[config.mk]
export PLATFORM = sky130hd
export DESIGN_NAME = id_ex_operand_stage
export DESIGN_NICKNAME = d
export VERILOG_FILES = /design/src/rtl/id_ex_operand_stage.sv
export SDC_FILE = /design/constraint.sdc
export NUM_CORES = 1
export LEC_CHECK = 0
export BUFFER_PORTS_ARGS = -buffer_cell sky130_fd_sc_hd__buf_4
export CAP_MARGIN = 5
export CORE_UTILIZATION = 46
export CTS_BUF_LIST = sky130_fd_sc_hd__clkbuf_4
export DETAILED_ROUTE_END_ITERATION = 8
export PLACE_DENSITY_LB_ADDON = 0.1
export SETUP_SLACK_MARGIN = 0.3
export SLEW_MARGIN = 40
export SYNTH_ARGS = -nofsm -noshare
export SYNTH_HDL_FRONTEND = slang
export SYNTH_SLANG_ARGS = --single-unit
[constraint.sdc]
create_clock -name clk -period 2.5 [get_ports clk]
set_clock_uncertainty 0.1 [all_clocks]
set_input_delay 0.375 -clock clk [delete_from_list [all_inputs] [get_ports clk]]
set_output_delay 0.375 -clock clk [all_outputs]
set_load 0.02 [all_outputs]
[src/rtl/id_ex_operand_stage.sv]
// ID/EX pipeline register with MEM/WB operand forwarding and load-use bubble insertion.
// Feeds the execute-stage ALU its A/B operands and opcode with no added latency.
package control_pkg;
    typedef enum logic [3:0] {
        ALU_ADD  = 4'd0,
        ALU_SUB  = 4'd1,
        ALU_AND  = 4'd2,
        ALU_OR   = 4'd3,
        ALU_XOR  = 4'd4,
        ALU_SLL  = 4'd5,
        ALU_SRL  = 4'd6,
        ALU_SRA  = 4'd7,
        ALU_SLT  = 4'd8,
        ALU_SLTU = 4'd9,
        ALU_LUI  = 4'd10
    } alu_op_e;
endpackage

module id_ex_operand_stage
    import control_pkg::*;
#(
    parameter int XLEN   = 32,
    parameter int REG_AW = 5
) (
    input  logic              clk,
    input  logic              rst,
    input  logic              id_valid,
    input  logic [XLEN-1:0]   id_pc,
    input  logic [REG_AW-1:0] id_rs1_addr,
    input  logic [REG_AW-1:0] id_rs2_addr,
    input  logic [XLEN-1:0]   id_rs1_data,
    input  logic [XLEN-1:0]   id_rs2_data,
    input  logic [XLEN-1:0]   id_imm,
    input  logic [REG_AW-1:0] id_rd_addr,
    input  alu_op_e           id_alu_op,
    input  logic              id_a_sel_pc,
    input  logic              id_b_sel_imm,
    input  logic              id_reg_we,
    input  logic              id_mem_rd,
    input  logic              ex_hold,
    input  logic              flush,
    input  logic [REG_AW-1:0] mem_rd_addr,
    input  logic              mem_reg_we,
    input  logic [XLEN-1:0]   mem_fwd_data,
    input  logic [REG_AW-1:0] wb_rd_addr,
    input  logic              wb_reg_we,
    input  logic [XLEN-1:0]   wb_data,
    output logic [XLEN-1:0]   alu_a,
    output logic [XLEN-1:0]   alu_b,
    output alu_op_e           alu_op,
    output logic              ex_valid,
    output logic [REG_AW-1:0] ex_rd_addr,
    output logic              ex_reg_we,
    output logic              ex_mem_rd,
    output logic [XLEN-1:0]   ex_store_data,
    output logic              id_stall
);
    localparam logic [REG_AW-1:0] X0 = '0;

    logic              ex_valid_q;
    logic              reg_we_q;
    logic              mem_rd_q;
    logic              a_sel_pc_q;
    logic              b_sel_imm_q;
    logic [XLEN-1:0]   pc_q;
    logic [XLEN-1:0]   imm_q;
    logic [REG_AW-1:0] rd_q;
    alu_op_e           alu_op_q;
    logic              load_use;

    logic [REG_AW-1:0] id_rs_addr [2];
    logic [XLEN-1:0]   id_rs_data [2];
    logic [XLEN-1:0]   fwd_data   [2];

    assign id_rs_addr[0] = id_rs1_addr;
    assign id_rs_addr[1] = id_rs2_addr;
    assign id_rs_data[0] = id_rs1_data;
    assign id_rs_data[1] = id_rs2_data;

    assign load_use = ex_valid_q && mem_rd_q && (rd_q != X0) && id_valid &&
                      ((rd_q == id_rs1_addr) || (rd_q == id_rs2_addr));
    assign id_stall = load_use || ex_hold;

    // Write flags are stored already qualified by valid so ex_reg_we/ex_mem_rd need no gating.
    always_ff @(posedge clk) begin
        if (rst) begin
            ex_valid_q  <= 1'b0;
            reg_we_q    <= 1'b0;
            mem_rd_q    <= 1'b0;
            a_sel_pc_q  <= 1'b0;
            b_sel_imm_q <= 1'b0;
            pc_q        <= '0;
            imm_q       <= '0;
            rd_q        <= '0;
            alu_op_q    <= ALU_ADD;
        end else if (flush) begin
            ex_valid_q <= 1'b0;
            reg_we_q   <= 1'b0;
            mem_rd_q   <= 1'b0;
        end else if (!ex_hold) begin
            if (load_use) begin
                ex_valid_q <= 1'b0;
                reg_we_q   <= 1'b0;
                mem_rd_q   <= 1'b0;
            end else begin
                ex_valid_q  <= id_valid;
                reg_we_q    <= id_valid && id_reg_we;
                mem_rd_q    <= id_valid && id_mem_rd;
                a_sel_pc_q  <= id_a_sel_pc;
                b_sel_imm_q <= id_b_sel_imm;
                pc_q        <= id_pc;
                imm_q       <= id_imm;
                rd_q        <= id_rd_addr;
                alu_op_q    <= id_alu_op;
            end
        end
    end

    generate
        for (genvar gi = 0; gi < 2; gi++) begin : g_src
            logic [REG_AW-1:0] addr_q;
            logic [XLEN-1:0]   data_q;
            logic              mem_hit;
            logic              wb_hit;

            assign mem_hit = mem_reg_we && (mem_rd_addr != X0) && (mem_rd_addr == addr_q);
            assign wb_hit  = wb_reg_we && (wb_rd_addr != X0) && (wb_rd_addr == addr_q);

            // While frozen, absorb WB writes so the value survives WB retiring.
            always_ff @(posedge clk) begin
                if (rst) begin
                    addr_q <= '0;
                    data_q <= '0;
                end else if (!flush) begin
                    if (ex_hold) begin
                        if (wb_hit) begin
                            data_q <= wb_data;
                        end
                    end else if (!load_use) begin
                        addr_q <= id_rs_addr[gi];
                        data_q <= id_rs_data[gi];
                    end
                end
            end

            assign fwd_data[gi] = mem_hit ? mem_fwd_data :
                                  wb_hit  ? wb_data      : data_q;
        end
    endgenerate

    assign alu_a         = a_sel_pc_q  ? pc_q  : fwd_data[0];
    assign alu_b         = b_sel_imm_q ? imm_q : fwd_data[1];
    assign ex_store_data = fwd_data[1];
    assign alu_op        = alu_op_q;
    assign ex_valid      = ex_valid_q;
    assign ex_rd_addr    = rd_q;
    assign ex_reg_we     = reg_we_q;
    assign ex_mem_rd     = mem_rd_q;

endmodule

==> results of run 1 <==
==> stage by stage <==
stage / setup TNS, ns / utilization (%) / worst slack, ns / area [µm²] / std cells
after CTS: -49.28 / 86.83 / -0.5915 / 16350 / 1949
after global placement: -18.38 / 67.34 / -0.3474 / 12680 / 1761
after floorplan: 0 / - / 0.03547 / 9592 / 1199
after detailed placement: -21.59 / 67.34 / -0.3537 / 12680 / 1761
==> cells by family after synthesis <==
| kind of cell | count (synthesis) |
|---|---|
| mux | 65 |
| simple gates | 393 |
| flops | 152 |
| compound gates | 386 |
| buf+inv | 173 |
| xor+xnor | 30 |
==> per-layer routing <==
layer,overflow,global-route usage [%]
met5,0,25.31
met1,0,77.43
met2,7,95.05
met4,3,79.98
met3,1,57.51
==> what timing repair did <==
item	CTS
pin swaps	106
setup buffers	40
cloned	29
resized for setup	347
endpoints found under the hold margin	87
hold buffers	87
endpoints found under the setup margin	230
==> impl_metrics.json, run 1 <==
{
  "status": "stopped before the end",
  "failed_stage": "5_1_grt",
  "toolErrorMsg": "[ERROR GRT-0232] Routing congestion too high. Check the congestion heatmap in the GUI.",
  "die_x_um": 140.9,
  "syn_area_per_cell_um2": 7.402,
  "start_util_pct": 47.13,
  "dp_hpwl_um": 23860,
  "synth_fa_ha_area_share_pct": 0,
  "clockBufferDepth": 2,
  "synth.distinct_cells": 38,
  "synth_common_cells": "nand2_1, dfxtp_1, a21oi_1, nor2_1, a31oi_1",
  "seq_area_frac_synth_pct": 34.29,
  "syn_nets": 1431,
  "synth_top_family_by_area": "compound AO/OA/AOI/OAI gates",
  "synth_compound_area_share_pct": 28.65,
  "synth.area.mux_share_pct": 7.782,
  "netlist.area_leader.share_pct": 34.29,
  "io_buffers": 340,
  "dieHeight_um": 140.9,
  "htree_levels": 4,
  "synth_edf_count": 0,
  "synth_xor_area_share_pct": 2.961,
  "synth-simple-area-share_pct": 17.28,
  "num_rows": 50,
  "cts_buffers": 17,
  "yosys-top-cells-area": "dfxtp_1, nand2_1, a31oi_1, a21oi_1, nor2_1",
  "pin_count": 341,
  "synth_most_common_cell": "nand2_1",
  "synthFlopType": "dfxtp_1",
  "yosysTopAreaCell": "dfxtp_1",
  "ys.warnings.count": 0,
  "ys_seq_elements": 152,
  "netlist_area_mm2": 0.008875,
  "syn_inst": 1199,
  "cts_sinks": 152,
  "grt-ovfl-total": 11,
  "grtUsageTotal_pct": 76.87,
  "place_congestion": 0.9415,
  "crit_endpoint": "alu_b[31]",
  "antenna_found_initial": 3,
  "worst-ep-kind": "primary output",
  "grt_max_degree": 78,
  "synth-async-reset-ratio_pct": 0,
  "root_buffer": "clkbuf_4"
}
==> run 2: changes to the inputs <==
- CORE_UTILIZATION: 46 -> 35
- CTS_BUF_LIST: sky130_fd_sc_hd__clkbuf_4 -> unset
- PLACE_DENSITY_LB_ADDON: 0.1 -> 0.15
- SETUP_SLACK_MARGIN: 0.3 -> unset
- clock period: 2.5 -> 3.2 ns (I/O delays scaled with it)
==> run 2 against run 1 <==
  * The run now ends clean
  * Synthesized cell count unchanged
  * Area after synthesis stayed put
==> impl_metrics.json, run 2 <==
{
  "status": "finished clean",
  "finalHoldViolCount": 0,
  "synth.distinct_cells": 38,
  "p_per_area_mw_per_mm2": 441.0,
  "dp_hpwl_um": 24680,
  "cpMostUsedCell": "buf_4",
  "final_cells": 1840,
  "place_congestion": 0.8612,
  "syn_nets": 1431,
  "tightest_slew_ns": 0.6820,
  "grt_pass1_vias": 9323,
  "finalCriticalPeriod_ns": 3.169,
  "vias": 9890,
  "path_max_fanout": 28,
  "ys_seq_elements": 152,
  "yosys-top-cells-area": "dfxtp_1, nand2_1, a31oi_1, a21oi_1, nor2_1",
  "ys.warnings.count": 0,
  "io_buffers": 340,
  "clockBufferDepth": 2,
  "cp_slowest_cell": "or4_4",
  "antenna_found_initial": 2,
  "layout_commonest_cell": "buf_4",
  "dp_slack_ns": -0.2127,
  "area_growth_pct": 45.14,
  "routed_wl_um": 36060,
  "crit_type": "input port to primary output",
  "clk_latency_ns": 0.42,
  "grt_max_degree": 67,
  "drive_above_1_share_pct": 35.80,
  "fmax_ghz": 0.3156,
  "synth_common_cells": "nand2_1, dfxtp_1, a21oi_1, nor2_1, a31oi_1",
  "finalWorstSetupSlack_ns": 0.03120,
  "reg_top3": "g_src.data_q (64), imm_q (32), pc_q (32)",
  "die_x_um": 161.2,
  "fin_crit_sh_pct": 99.02,
  "regArea_mm2": 0.003054,
  "synthFlopType": "dfxtp_1",
  "ir_drop_mv": 0.3012,
  "maxCapViolCount": 0,
  "wire_per_inst_um": 19.60,
  "critPathRequiredTime_ns": 2.62,
  "final_nets": 1734,
  "die_area_mm2": 0.02600,
  "synth_edf_count": 0,
  "netlist.area_leader.share_pct": 34.29,
  "synth_most_common_cell": "nand2_1",
  "utilization_pct": 52.35,
  "netlist_area_mm2": 0.008875,
  "crit_path_end_kind": "primary output",
  "post_dp_cell_area_mm2": 0.01181,
  "p_leak_nw": 5.611,
  "arrival_ns": 2.59,
  "htree_levels": 4,
  "postCtsHoldBufs": 0,
  "syn_area_per_cell_um2": 7.402,
  "hold_class": "input port to flop",
  "viasPerCell": 5.375,
  "fp.coreArea_mm2": 0.02460,
  "fin_area_mm2": 0.01288,
  "crit_chain": "buf_4, or4_4, o21ai_2, buf_4, nor4_4, buf_4, buf_12, mux2i_1, a211oi_1, a21o_1, buf_4",
  "drc_errors": 0,
  "start_util_pct": 36.07,
  "multiInputGateArea_mm2": 0.005281,
  "max_stage_delay_ns": 0.54,
  "cts_buffers": 17,
  "grt-ovfl-total": 0,
  "syn_inst": 1199,
  "layout_common_cells": "buf_4, nand2_1, dfxtp_1, a21oi_1, nor2_1",
  "dp_cells": 1797,
  "num_rows": 57,
  "filler_cell_count": 2428,
  "grtUsageTotal_pct": 26.69,
  "dieHeight_um": 161.2,
  "grt_pass1_wl_um": 53980,
  "critPathLaunchType": "input port",
  "largest_reg_flops": 64,
  "pin_count": 341,
  "dr.pass1.iters": 6,
  "first_iter_violations": 765,
  "yosysTopAreaCell": "dfxtp_1",
  "setup_viol": 0,
  "seq_area_frac_synth_pct": 34.29,
  "ant_nets": 0,
  "root_buffer": "clkbuf_16",
  "p_total_mw": 5.681,
  "cts_sinks": 152,
  "max_slew_margin_pct": 54.53,
  "report.final.slew_viol_count": 0,
  "path_clk_slew_ns": 0.07,
  "synth-async-reset-ratio_pct": 0,
  "cts_tree": "built",
  "regMostFlops": "g_src.data_q"
}
## run 2: cell counts after synthesis
No cell type changed its count.
## run 2: cell families after synthesis
logic type | after synthesis | share of synthesized area, %
AOI/OAI and AO/OA | 386 | 28.65
and+or+nand+nor | 393 | 17.28
DFF | 152 | 34.29
muxes | 65 | 7.782
xor gates and xnor gates | 30 | 2.961
buffers and inverters | 173 | 9.037
## run 2: report_power, final
group | internal (mW) | switching (mW)
registers | 1.99 | 0.0708
logic | 0.594 | 0.649
clock network | 1.53 | 0.854
total | 4.11 | 1.57
## run 2: final cells by class
type,instances,area share [%]
inverter,65,1.894
multi-input combinational,874,41.00
sequential,152,23.71
antenna,2,0.03885
clock inverter,11,1.700
tap,324,3.147
timing repair buffer,392,24.89
clock buffer,20,3.623
## run 2: metrics by stage
step           hold slack [ns]  setup TNS [ns]
3_5_place_dp            0.3445          -2.178
6_report                0.1985               0
4_1_cts                 0.1862        -0.09011
2_1_floorplan           0.3329               0
3_3_place_gp            0.3400          -3.932
5_1_grt                 0.1859        -0.04108
## run 2: repair_timing
action	in CTS	in global routing
setup buffers	5	4
pin swaps	2	8
gates cloned	1	3
endpoints found under the setup margin	81	49
resized for setup	16	37
hold endpoints to repair	0	0
## run 2: final timing paths
check	from	endpoint	slack [ns]	cells past startpoint
worst max-delay path	wb_rd_addr[3]	alu_a[1]	0.03	11
worst min-delay path	id_imm[5]	imm_q[5]	0.20	3
worst max register to register	ex_rd_addr[4]	g_src[1].data_q[18]	0.55	7
worst min register to register	imm_q[2]	imm_q[2]	0.35	2
## run 2: worst max-delay path, delay by kind of cell
kind            cells  cell delay [ns]
mux                 1             0.13
buf+inv             5             0.79
simple gates        2             0.57
compound gates      3             0.60
## run 2: layer usage
| layer | GRT usage (%) | wire [µm] | vias up |
|---|---|---|---|
| met5 | 0 | 0 | - |
| met4 | 7.676 | 726 | 0 |
| li1 | - | - | 4788 |
| met2 | 43.95 | 17080 | 396 |
| met1 | 35.29 | 16050 | 4668 |
| met3 | 5.213 | 2203 | 38 |
Power figures use the tool's default switching activity.
